$ cat src/rtl/lab_io_pkg.sv
// Shared types for the lab I/O blocks: FSM state encodings
// and the default data width of the switch word.
package lab_io_pkg;

  localparam int DATA_W_DEF = 16;

  typedef logic [1:0] state_t;

  localparam state_t IDLE         = 2'd0;
  localparam state_t WAIT_RELEASE = 2'd1;
  localparam state_t WAIT_PRESS   = 2'd2;
  localparam state_t DONE         = 2'd3;

endpackage

$ cat src/rtl/edge_rise_detect.sv
// Rising-edge detector for a clock-synchronous level.
// Ports: clock, reset (sync, active-high), level in;
//        rise (combinational), pulse_q (rise delayed one cycle).
module edge_rise_detect (
  input  logic clock,
  input  logic reset,
  input  logic level,
  output logic rise,
  output logic pulse_q
);

  logic btn_q;

  assign rise = level & ~btn_q;

  always_ff @(posedge clock) begin
    if (reset) begin
      btn_q   <= 1'b0;
      pulse_q <= 1'b0;
    end else begin
      btn_q   <= level;
      pulse_q <= rise;
    end
  end

endmodule

$ cat src/rtl/input_confirm_unit.sv
// Completes the CPU IN instruction: on in_req waits for a fresh press,
// latches chaves into dado_out and raises in_done (4-phase handshake).
// Ports: clock, reset (sync, active-high), botaoFiltrado, chaves,
//        in_req -> in_done, dado_out, aguardando, press_pulse, in_timeout.
// Macro INPUT_CONFIRM_TIMEOUT_EN adds a WAIT_PRESS timeout that returns
// DEFAULT_VAL; without it in_timeout is tied low.
module input_confirm_unit
  import lab_io_pkg::*;
#(
  parameter int DATA_W = DATA_W_DEF
`ifdef INPUT_CONFIRM_TIMEOUT_EN
  ,
  parameter int                 TIMEOUT_W   = 32,
  parameter logic [TIMEOUT_W-1:0] TIMEOUT_MAX = 32'd500000000,
  parameter logic [DATA_W-1:0]  DEFAULT_VAL = {DATA_W{1'b0}}
`endif
) (
  input  logic              clock,
  input  logic              reset,
  input  logic              botaoFiltrado,
  input  logic [DATA_W-1:0] chaves,
  input  logic              in_req,
  output logic              in_done,
  output logic [DATA_W-1:0] dado_out,
  output logic              aguardando,
  output logic              press_pulse,
  output logic              in_timeout
);

  state_t state, state_nxt;
  logic   rise;
  logic   cap_press;
  logic   cap_to;

  edge_rise_detect u_edge (
    .clock   (clock),
    .reset   (reset),
    .level   (botaoFiltrado),
    .rise    (rise),
    .pulse_q (press_pulse)
  );

  // Abort (in_req low) takes priority over any capture.
  assign cap_press = (state == WAIT_PRESS) & in_req & rise;

`ifdef INPUT_CONFIRM_TIMEOUT_EN
  localparam logic [TIMEOUT_W-1:0] TERM =
    TIMEOUT_MAX - {{(TIMEOUT_W-1){1'b0}}, 1'b1};

  logic [TIMEOUT_W-1:0] cnt;
  logic                 to_q;

  // A press on the terminal cycle wins over the timeout.
  assign cap_to = (state == WAIT_PRESS) & in_req
                & ~rise & (cnt == TERM);

  always_ff @(posedge clock) begin
    if (reset || state != WAIT_PRESS)
      cnt <= '0;
    else
      cnt <= cnt + {{(TIMEOUT_W-1){1'b0}}, 1'b1};
  end

  always_ff @(posedge clock) begin
    if (reset)
      to_q <= 1'b0;
    else if (cap_to)
      to_q <= 1'b1;
    else if (cap_press || (state == DONE && !in_req))
      to_q <= 1'b0;
  end

  assign in_timeout = to_q;
`else
  assign cap_to     = 1'b0;
  assign in_timeout = 1'b0;
`endif

  always_ff @(posedge clock) begin
    if (reset)
      state <= IDLE;
    else
      state <= state_nxt;
  end

  always_comb begin
    state_nxt = state;
    unique case (state)
      IDLE: begin
        if (in_req) state_nxt = WAIT_RELEASE;
      end
      WAIT_RELEASE: begin
        if (!in_req)            state_nxt = IDLE;
        else if (!botaoFiltrado) state_nxt = WAIT_PRESS;
      end
      WAIT_PRESS: begin
        if (!in_req)                state_nxt = IDLE;
        else if (cap_press || cap_to) state_nxt = DONE;
      end
      DONE: begin
        if (!in_req) state_nxt = IDLE;
      end
      default: state_nxt = IDLE;
    endcase
  end

  always_comb begin
    in_done    = (state == DONE);
    aguardando = (state == WAIT_RELEASE)
               | (state == WAIT_PRESS);
  end

  always_ff @(posedge clock) begin
    if (reset)
      dado_out <= '0;
    else if (cap_press)
      dado_out <= chaves;
`ifdef INPUT_CONFIRM_TIMEOUT_EN
    else if (cap_to)
      dado_out <= DEFAULT_VAL;
`endif
  end

endmodule

$ cat config.mk
export PLATFORM = sky130hd
export DESIGN_NAME = input_confirm_unit
export DESIGN_NICKNAME = d
export VERILOG_FILES = /design/src/rtl/lab_io_pkg.sv /design/src/rtl/edge_rise_detect.sv /design/src/rtl/input_confirm_unit.sv
export SDC_FILE = /design/constraint.sdc
export NUM_CORES = 1
export LEC_CHECK = 0
export CAP_MARGIN = 20
export CORE_MARGIN = 2
export CORE_UTILIZATION = 37
export DETAILED_ROUTE_END_ITERATION = 6
export PLACE_DENSITY = 0.79
export SLEW_MARGIN = 20
export SYNTH_ARGS = -nofsm -noshare
export SYNTH_HDL_FRONTEND = slang
export SYNTH_SLANG_ARGS = --single-unit
$ cat constraint.sdc
create_clock -name clock -period 2.34 [get_ports clock]
set_input_delay 0.468 -clock clock [delete_from_list [all_inputs] [get_ports clock]]
set_output_delay 0.468 -clock clock [all_outputs]
set_load 0.005 [all_outputs]
### After elaboration in Yosys (flattened, before gate mapping)

Cells that the tools add are included.

* multiplexer cells: 7
* eq/ne operators: 7
* multipliers: 0
* reduce and logical (&&, ||, !) cells: 2
* order comparisons: 0
* shift operators: 0
* $add $sub $neg: 0
* bitwise gates (word level): 5
* div/mod/pow operators: 0

Operators by type and width (number)
* 2-bit 2-to-1 mux: 6
* 2-bit case mux with 4 select lines: 1
* 3-bit != test, second input constant: 2
* 2-bit == test, second input constant: 2
* 2-bit != test, second input constant: 2
* 4-bit AND reduction: 1
* 1-bit bitwise AND: 3
* 2-bit by 1-bit == test with 1-bit output, second input constant: 1
* 2-bit logical NOT: 1
* 1-bit NOT: 1
* 1-bit bitwise OR: 1

* word-level logic and storage cells: 25
* bits in writable memories: 0
* input bits: 20
* bits in latches: 0
* bits in registers: 20
* memory bits (read-only): 0
* output and inout port bits: 20
* memories: 0

### Longest topological paths before layout

Gate-level depths: netlist of run 1.

* depth in word-level cells: 6
* gate-level depth with buffers: 8

### By module

From an unflattened synthesis of run 1, not the netlist that was laid out.

* cells, all modules: 98
* area total of the unflattened synthesis: 868.3 sq um

By module, submodules not included
* input_confirm_unit: cells each 93, sequential area each 360.3 sq um, times used 1, area an instance 803.3 sq um
* edge_rise_detect: cells each 5, sequential area each 40.0 sq um, times used 1, area an instance 65.1 sq um

### Worst setup path after synthesis of run 1

OpenSTA, ideal clock, no wires.

* path type: flip-flop to flip-flop
* from: register state[0]
* to: register dado_out[10]
* clock period less this slack: 1408 ps
* setup time: 132 ps
* arrival: 1276 ps
* data required time: 2208 ps
* stages on the path, launching flop included: 9
* path slack: 932 ps
* path buffers: 2
* cells stage by stage: dfxtp_1 inv_1 ha_1 nand2_2 or2_1 buf_6 buf_8 nand2_1 a21oi_1

* word-level cells in the longest chain between the ends: 3

RTL lines
* start, declared: RTL line input_confirm_unit.sv:30 `state_t state, state_nxt;`
* start signal, assigned: RTL line input_confirm_unit.sv:83 `state <= state_nxt;`
* 2-bit == test: RTL line input_confirm_unit.sv:44 `assign cap_press = (state == WAIT_PRESS) & in_req & rise;`
* 1-bit bitwise AND (2 in series): RTL line input_confirm_unit.sv:44
* end signal, assigned: RTL line input_confirm_unit.sv:117 `dado_out <= chaves;`
* end, declared: RTL line input_confirm_unit.sv:24 `output logic [DATA_W-1:0] dado_out,`

No other way between the ends.
A chain may end at the register's enable or synchronous reset.

### Worst setup path in the final report of run 1

* from: register state[0]
* to: output aguardando

* word-level cells in the longest chain between the ends: 2
* elaborated cells between the ends (all ways): 3
* those cells by class: eq/ne: 2; bitwise: 1

RTL lines
* 2-bit by 1-bit == test with 1-bit output or 2-bit == test (tied branches): RTL line input_confirm_unit.sv:109, input_confirm_unit.sv:110
* 1-bit bitwise OR *: RTL line input_confirm_unit.sv:110 `| (state == WAIT_PRESS);`
* end, declared: RTL line input_confirm_unit.sv:25 `output logic aguardando,`

Mark *: on every way between the ends. The rest lies on a longest branch, timed or not.

==> run summary, run 1 <==
=================================================================================================
Critical Setup Path Class ..........................................................      reg2out
Source-to-sink clock delay at the later pin of the worst-skew pair .................      0.30 ns
Fraction of final layout cells sized beyond drive strength 1 .......................      0.08088
Routed Antenna Nets ................................................................            0
Number of setup violations in the final report .....................................            0
Predominant post-synthesis flop cell ............................................... sky130_fd_sc_hd__dfxtp_1
Worst IR Drop VDD ..................................................................  0.0003306 V
Cell depth of the worst setup path .................................................            3
Number of maximum-capacitance constraint violations ................................            0
Post-Syn Instances .................................................................           99
Worst-path maximum fanout ..........................................................            4
Setup repair after global routing missed its margin ................................        false
Clock tree from TritonCTS ..........................................................          yes
Maximum buffer depth of the clock tree .............................................            2
Num rows ...........................................................................           17
Max-slew violation count ...........................................................            0
CP required ........................................................................      1.87 ns
Number of buffers inserted during clock tree synthesis .............................            3
Synthesized Nets ...................................................................          124
IO Pins ............................................................................           40
Remaining global-route overflow ....................................................            0
Clock root cell .................................................................... sky130_fd_sc_hd__clkbuf_4
Starting density of the core .......................................................       0.3852
Share of the cycle needed by the critical path after routing .......................       0.8755
First-pass iteration count of the detailed router ..................................            4
Vias in the first global route .....................................................          687
Chip Width .........................................................................     51.53 µm
Class of the tightest hold or removal check ........................................      reg2reg
Residual DRC count .................................................................            0
Crit-path slowest cell ............................................................. sky130_fd_sc_hd__clkdlybuf4s50_1
Final min period ...................................................................     2.049 ns
R2R cell count .....................................................................            6
Hold Path Cell Cnt .................................................................            2
Via count of the routed design .....................................................          764
Top post-synthesis cells by area ................................................... sky130_fd_sc_hd__dfxtp_1 48%, sky130_fd_sc_hd__nand2_1 13%, sky130_fd_sc_hd__a21oi_1 11%, sky130_fd_sc_hd__ha_1 7.5%, sky130_fd_sc_hd__nand2_2 3.0%
Async SR Flop Fraction .............................................................            0
Arrival time of data at the critical path endpoint .................................      1.58 ns
Total of flip-flops plus latches after synthesis ...................................           20
Max Fclk ...........................................................................   0.4881 GHz
Global routing usage summed across all routing layers ..............................       0.1447
Number of buffer cells added on primary ports ......................................           38
Total number of nets in the final design ...........................................          162
Hold buffers post-CTS ..............................................................            0
Synth area leader .................................................................. sky130_fd_sc_hd__dfxtp_1
Pin count of the biggest net entering global routing ...............................           17
Power per cell area ................................................................ 554.0 mW/mm²
Core area .......................................................................... 0.002170 mm²
Synth Warn # .......................................................................            0
Vias per Instance ..................................................................        4.659
Worst path bufs/invs ...............................................................            2
Worst stage delay on the critical path .............................................      0.49 ns
Antenna violations before repair ...................................................            0
Post-cts sizing count ..............................................................            0
Flop-to-flop setup slack ...........................................................      0.66 ns
Iteration-0 DRC Markers ............................................................           11
Antenna diode count ................................................................            0
Total die area ..................................................................... 0.002655 mm²
First-pass GRT wire length .........................................................      2884 µm
Drt wl/cell ........................................................................     11.57 µm
Synthesized area ...................................................................    835.8 µm²
Top-area cell type share of the netlist area .......................................       0.4790
Number of clock sinks ..............................................................           20
Setup bufs post-CTS ................................................................            0
Depth of the CTS H-tree ............................................................            1
Worst max-slew margin expressed relative to the limit ..............................       0.6333
Nature of the critical path endpoint ...............................................  output port
Number of distinct library cell variants in the gate-level netlist after synthesis .           22
Utilization after layout ...........................................................       0.5830
Die Y-Extent .......................................................................     51.53 µm
Cell chain of the critical path .................................................... inv_1 > ha_1 > clkdlybuf4s50_1
Sequential share of the synthesized area ...........................................       0.4790
Final TNS setup ....................................................................         0 ns
EDFF count, synth ..................................................................            0
Mean Syn Cell Area .................................................................    8.442 µm²
Maximum clock skew at final layout .................................................  0.008470 ns
Outcome ............................................................................ finished, final reports clean
Synthesis-to-finish area growth ....................................................       51.35%
WL final ...........................................................................      1897 µm
Leakage power summed over all cells ................................................    0.4481 nW
Routability-driven placement congestion ratio ......................................       0.7175
Clock-pin slew of the registers on the worst-case setup and hold paths .............      0.10 ns
Critical Path Source Type ..........................................................    flip-flop
Family with the most delay on the worst path ....................................... buffers and inverters
Transition time of the tightest slew-check pin .....................................    0.5501 ns
Hold violation count in the final report ...........................................            0
Hpwl dp ............................................................................      1508 µm
=================================================================================================
==> cell families after synthesis <==
family / after synthesis / synth area share
other: 1 / 0.004487
and+or+nand+nor: 42 / 0.2231
AOI/OAI and AO/OA: 21 / 0.1377
DFF: 20 / 0.4790
muxes: 1 / 0.01198
buffers and inverters: 9 / 0.06886
adders and majority gates: 5 / 0.07485
==> cell type report <==
cell class,instances,area (µm²)
Clock buffer,3,22.52
Clock inverter,1,30.03
Fill cell,216,904.6
Inverter,3,11.26
Multi-Input combinational cell,70,377.9
Sequential cell,20,400.4
Tap cell,28,35.03
Timing Repair Buffer,39,387.9
==> metrics by stage <==
stage               cell area (µm²)  instances  total power [mW]  setup WS [ns]  hold slack [ns]
global placement               1212        160            0.4320         0.4233           0.4455
global route                   1265        164            0.7300         0.2228           0.4891
finish                         1265        164            0.7008         0.2914           0.4614
CTS                            1265        164            0.7069         0.2764           0.4672
floorplan                     835.8         99            0.3869         0.9320           0.4527
detailed placement             1212        160            0.4342         0.3621           0.4508
==> routing by layer <==
metal	part of all wire	vias up	GRT usage
met5	0	-	0
met4	0.015	0	0.05263
met3	0.090	5	0.04023
met2	0.48	32	0.2564
met1	0.41	340	0.1649
li1	-	387	-
==> worst register-to-register path, delay by kind of cell (launching register included) <==
family / cells / cell delay (ns)
AOI/OAI and AO/OA: 1 / 0.17
adders and majority gates: 1 / 0.24
buffers and inverters: 1 / 0.10
DFF: 1 / 0.41
and+or+nand+nor: 3 / 0.71
==> cells in the mapped netlist, types with 2 or more instances <==
cell and number:
sky130_fd_sc_hd__nand2_1 30, sky130_fd_sc_hd__ha_1 5, sky130_fd_sc_hd__inv_1 3, sky130_fd_sc_hd__a21oi_1 18, sky130_fd_sc_hd__clkbuf_1 2, sky130_fd_sc_hd__nor2_1 3
sky130_fd_sc_hd__nand2_2 4, sky130_fd_sc_hd__dfxtp_1 20
==> worst paths after layout <==
path / startpoint / to
worst max-delay path: state[0]$_SDFFE_PP0P_ / aguardando
worst min-delay path: dado_out[9]$_SDFFE_PP0P_ / dado_out[9]$_SDFFE_PP0P_
worst max register to register: state[0]$_SDFFE_PP0P_ / dado_out[1]$_SDFFE_PP0P_
worst min register to register: dado_out[9]$_SDFFE_PP0P_ / dado_out[9]$_SDFFE_PP0P_
==> flip-flops by register name (all words and copies together) (netlist names) <==
| signal | flops |
|---|---|
| dado_out | 16 |
| state | 2 |
| u_edge.btn_q | 1 |
| u_edge.pulse_q | 1 |
==> where the power goes <==
| group | total, mW | leakage, nW | internal (mW) | switching (mW) |
|---|---|---|---|---|
| clock | 0.274 | 0.0279 | 0.173 | 0.101 |
| sequential | 0.350 | 0.162 | 0.345 | 0.00414 |
| combinational | 0.0770 | 0.258 | 0.0483 | 0.0286 |
| total | 0.701 | 0.448 | 0.567 | 0.134 |
==> layout by cell type (no fill, tap or decap) <==
master	count
sky130_fd_sc_hd__conb_1	1
sky130_fd_sc_hd__a31oi_1	1
sky130_fd_sc_hd__clkdlybuf4s50_1	38
sky130_fd_sc_hd__nor2b_1	1
sky130_fd_sc_hd__ha_1	5
sky130_fd_sc_hd__nand2_1	30
sky130_fd_sc_hd__o211ai_1	1
sky130_fd_sc_hd__nor2_1	3
sky130_fd_sc_hd__buf_4	1
sky130_fd_sc_hd__o221a_2	1
sky130_fd_sc_hd__inv_1	3
sky130_fd_sc_hd__clkbuf_4	3
sky130_fd_sc_hd__a21oi_1	18
sky130_fd_sc_hd__nand2_2	4
sky130_fd_sc_hd__nor2_4	1
sky130_fd_sc_hd__or2b_1	1
sky130_fd_sc_hd__dfxtp_1	20
sky130_fd_sc_hd__nand2b_1	1
sky130_fd_sc_hd__mux2i_1	1
sky130_fd_sc_hd__bufinv_16	1
sky130_fd_sc_hd__or2_1	1
(Power assumes the default switching activity.)
==> inputs of run 2 (changes only) <==
--- a/config.mk
+++ b/config.mk
@@ -9,7 +9,7 @@
 export CORE_MARGIN = 2
 export CORE_UTILIZATION = 37
 export DETAILED_ROUTE_END_ITERATION = 6
-export PLACE_DENSITY = 0.79
+export PLACE_DENSITY = 0.77
 export SLEW_MARGIN = 20
 export SYNTH_ARGS = -nofsm -noshare
 export SYNTH_HDL_FRONTEND = slang
==> run summary, run 2 (synthesized netlist as in run 1, its figures left out) <==
=====================================================================================
Iteration-0 DRC Markers ................................................            5   -6
Power per cell area .................................................... 492.0 mW/mm²   -11%
Number of fillers in the final layout ..................................          209   -3.2%
Max Fclk ...............................................................   0.4902 GHz   +0.41%
Leading cell type in the layout, fill and taps excluded ................ sky130_fd_sc_hd__clkdlybuf4s50_1
Max-slew violation count ...............................................            0   unchanged
Share of the cycle needed by the critical path after routing ...........       0.8719   -0.003601
First-pass GRT wire length .............................................      2898 µm   +0.49%
Starting density of the core ...........................................       0.3852   unchanged
Largest registers ranked by flip-flop count ............................ dado_out x16, state x2
Vias in the first global route .........................................          694   +1.0%
Antenna diode count ....................................................            0   unchanged
First-pass iteration count of the detailed router ......................            4   unchanged
Number of buffer cells added on primary ports ..........................           38   unchanged
Routed Antenna Nets ....................................................            0   unchanged
Maximum clock skew at final layout .....................................  0.003547 ns   -0.004922 ns
Number of buffers inserted during clock tree synthesis .................            3   unchanged
Met1 Resource Use GR ...................................................       0.1697   +0.004820
Residual DRC count .....................................................            0   unchanged
Die Y-Extent ...........................................................     51.53 µm   unchanged
Num rows ...............................................................           17   unchanged
Vias per Instance ......................................................        4.652   -0.13%
Utilization after layout ...............................................       0.5755   -0.007497
Flop-to-flop setup slack ...............................................      0.65 ns   about the same
Synthesis-to-finish area growth ........................................       49.40%
R2r startpoint ......................................................... state[0]$_SDFFE_PP0P_
Fraction of final layout cells sized beyond drive strength 1 ...........      0.08088   unchanged
Source-to-sink clock delay at the later pin of the worst-skew pair .....      0.29 ns   about the same
Largest reg by FF count ................................................     dado_out
Chip Width .............................................................     51.53 µm   unchanged
Outcome ................................................................ finished, final reports clean
Final TNS setup ........................................................         0 ns   unchanged
Leakage power summed over all cells ....................................    0.4411 nW   -1.5%
Number of maximum-capacitance constraint violations ....................            0   unchanged
Critical Path Source Type ..............................................    flip-flop
Drt wl/cell ............................................................     11.40 µm   -1.4%
Met3 Use GR ............................................................      0.03448   -0.005747
Pin count of the biggest net entering global routing ...................           17   unchanged
Hold Path Cell Cnt .....................................................            2   unchanged
Core area .............................................................. 0.002170 mm²   unchanged
CP required ............................................................      1.87 ns   about the same
Worst-path maximum fanout ..............................................            4   unchanged
Critical Setup Path Class ..............................................      reg2out
Number of clock sinks ..................................................           20   unchanged
Sequential cell area ...................................................    400.4 µm²   unchanged
Worst IR Drop VDD ......................................................  0.0002773 V   -16%
Most frequent cells in the layout ...................................... 38 x sky130_fd_sc_hd__clkdlybuf4s50_1, 30 x sky130_fd_sc_hd__nand2_1, 20 x sky130_fd_sc_hd__dfxtp_1, 18 x sky130_fd_sc_hd__a21oi_1, 5 x sky130_fd_sc_hd__ha_1
WL final ...............................................................      1870 µm   -1.4%
Routability-driven placement congestion ratio ..........................       0.7602   +6.0%
Depth of the CTS H-tree ................................................            1   unchanged
Hold path startpoint ................................................... dado_out[8]$_SDFFE_PP0P_
Final min period .......................................................     2.040 ns   -0.008427 ns
Number of setup violations in the final report .........................            0   unchanged
R2R cell count .........................................................            6   unchanged
Class of the tightest hold or removal check ............................      reg2reg
Worst max-slew margin expressed relative to the limit ..................       0.6207   -0.01260
Post-cts sizing count ..................................................            0   unchanged
GR met2 Demand/Resource ................................................       0.2585   +0.002137
Hold violation count in the final report ...............................            0   unchanged
Antenna violations before repair .......................................            0   unchanged
Clock root cell ........................................................ sky130_fd_sc_hd__clkbuf_4
Total die area ......................................................... 0.002655 mm²   unchanged
Transition time of the tightest slew-check pin .........................    0.5690 ns   +0.01890 ns
Global routing usage summed across all routing layers ..................       0.1494   +0.004702
Hold buffers post-CTS ..................................................            0   unchanged
Remaining global-route overflow ........................................            0   unchanged
Via count of the routed design .........................................          763   -0.13%
Total number of nets in the final design ...............................          162   unchanged
Setup bufs post-CTS ....................................................            0   unchanged
Hpwl dp ................................................................      1480 µm   -1.9%
Area used by multi-input combinational logic ...........................    377.9 µm²   unchanged
Maximum buffer depth of the clock tree .................................            2   unchanged
Busiest layer in global routing ........................................         met2
Arrival time of data at the critical path endpoint .....................      1.57 ns   about the same
Clock-pin slew of the registers on the worst-case setup and hold paths .      0.10 ns   about the same
Setup repair after global routing missed its margin ....................        false
End of the worst hold path ............................................. dado_out[8]$_SDFFE_PP0P_
Endpoint of the most critical register-to-register path ................ dado_out[14]$_SDFFE_PP0P_
Number of flip-flops under the largest register name ...................           16   unchanged
Clock tree from TritonCTS ..............................................          yes
IO Pins ................................................................           40   unchanged
Nature of the critical path endpoint ...................................  output port
=====================================================================================
## run 2: cell types whose count changed in the layout (fill, tap and decap cells not counted)
cell / delta
sky130_fd_sc_hd__bufinv_16: -1
sky130_fd_sc_hd__clkbuf_8: +1
## run 2: how the worst max path moves through the flow
stage	from	endpoint	cells past startpoint
global route	state[0]$_SDFFE_PP0P_	aguardando	3
global placement	botaoFiltrado	dado_out[12]$_SDFFE_PP0P_	5
CTS	state[0]$_SDFFE_PP0P_	aguardando	3
floorplan	state[0]$_SDFFE_PP0P_	dado_out[10]$_SDFFE_PP0P_	8
detailed placement	botaoFiltrado	dado_out[14]$_SDFFE_PP0P_	5
finish	state[0]$_SDFFE_PP0P_	aguardando	3
## run 2: power breakdown
| part | leakage [nW] | total [mW] | switching [mW] | internal (mW) |
|---|---|---|---|---|
| logic | 0.258 | 0.0771 | 0.0287 | 0.0484 |
| registers | 0.162 | 0.349 | 0.00407 | 0.345 |
| clock network | 0.0210 | 0.188 | 0.0932 | 0.0947 |
## run 2: metrics by stage
step | total power, mW | std cells | setup slack, ns | area [µm²] | hold WS [ns]
6_report | 0.6144 | 164 | 0.2998 | 1249 | 0.4634
5_1_grt | 0.6485 | 164 | 0.2115 | 1249 | 0.4899
4_1_cts | 0.6266 | 164 | 0.2753 | 1249 | 0.4657
3_5_place_dp | 0.4338 | 160 | 0.3573 | 1212 | 0.4511
3_3_place_gp | 0.4314 | 160 | 0.4168 | 1212 | 0.4453
2_1_floorplan | 0.3869 | 99 | 0.9320 | 835.8 | 0.4527
## run 2: routing by layer
| layer | part of all wire | routed length [µm] | vias to the layer above |
|---|---|---|---|
| met5 | 0 | 0 | - |
| met4 | 0.0064 | 12 | 0 |
| met3 | 0.084 | 158 | 2 |
| met2 | 0.48 | 892 | 33 |
| met1 | 0.43 | 807 | 338 |
| li1 | - | - | 390 |
## run 2: cell type report
class	count	share of cell area
Multi-Input combinational cell	70	0.3026
Timing Repair Buffer	39	0.3106
Clock buffer	4	0.02906
Tap cell	28	0.02806
Sequential cell	20	0.3206
Inverter	3	0.009018
## run 2: critical path, cell delays in order (launching register included)
cell and delay, ns:
sky130_fd_sc_hd__dfxtp_1 0.41, sky130_fd_sc_hd__inv_1 0.10, sky130_fd_sc_hd__ha_1 0.28, sky130_fd_sc_hd__clkdlybuf4s50_1 0.49
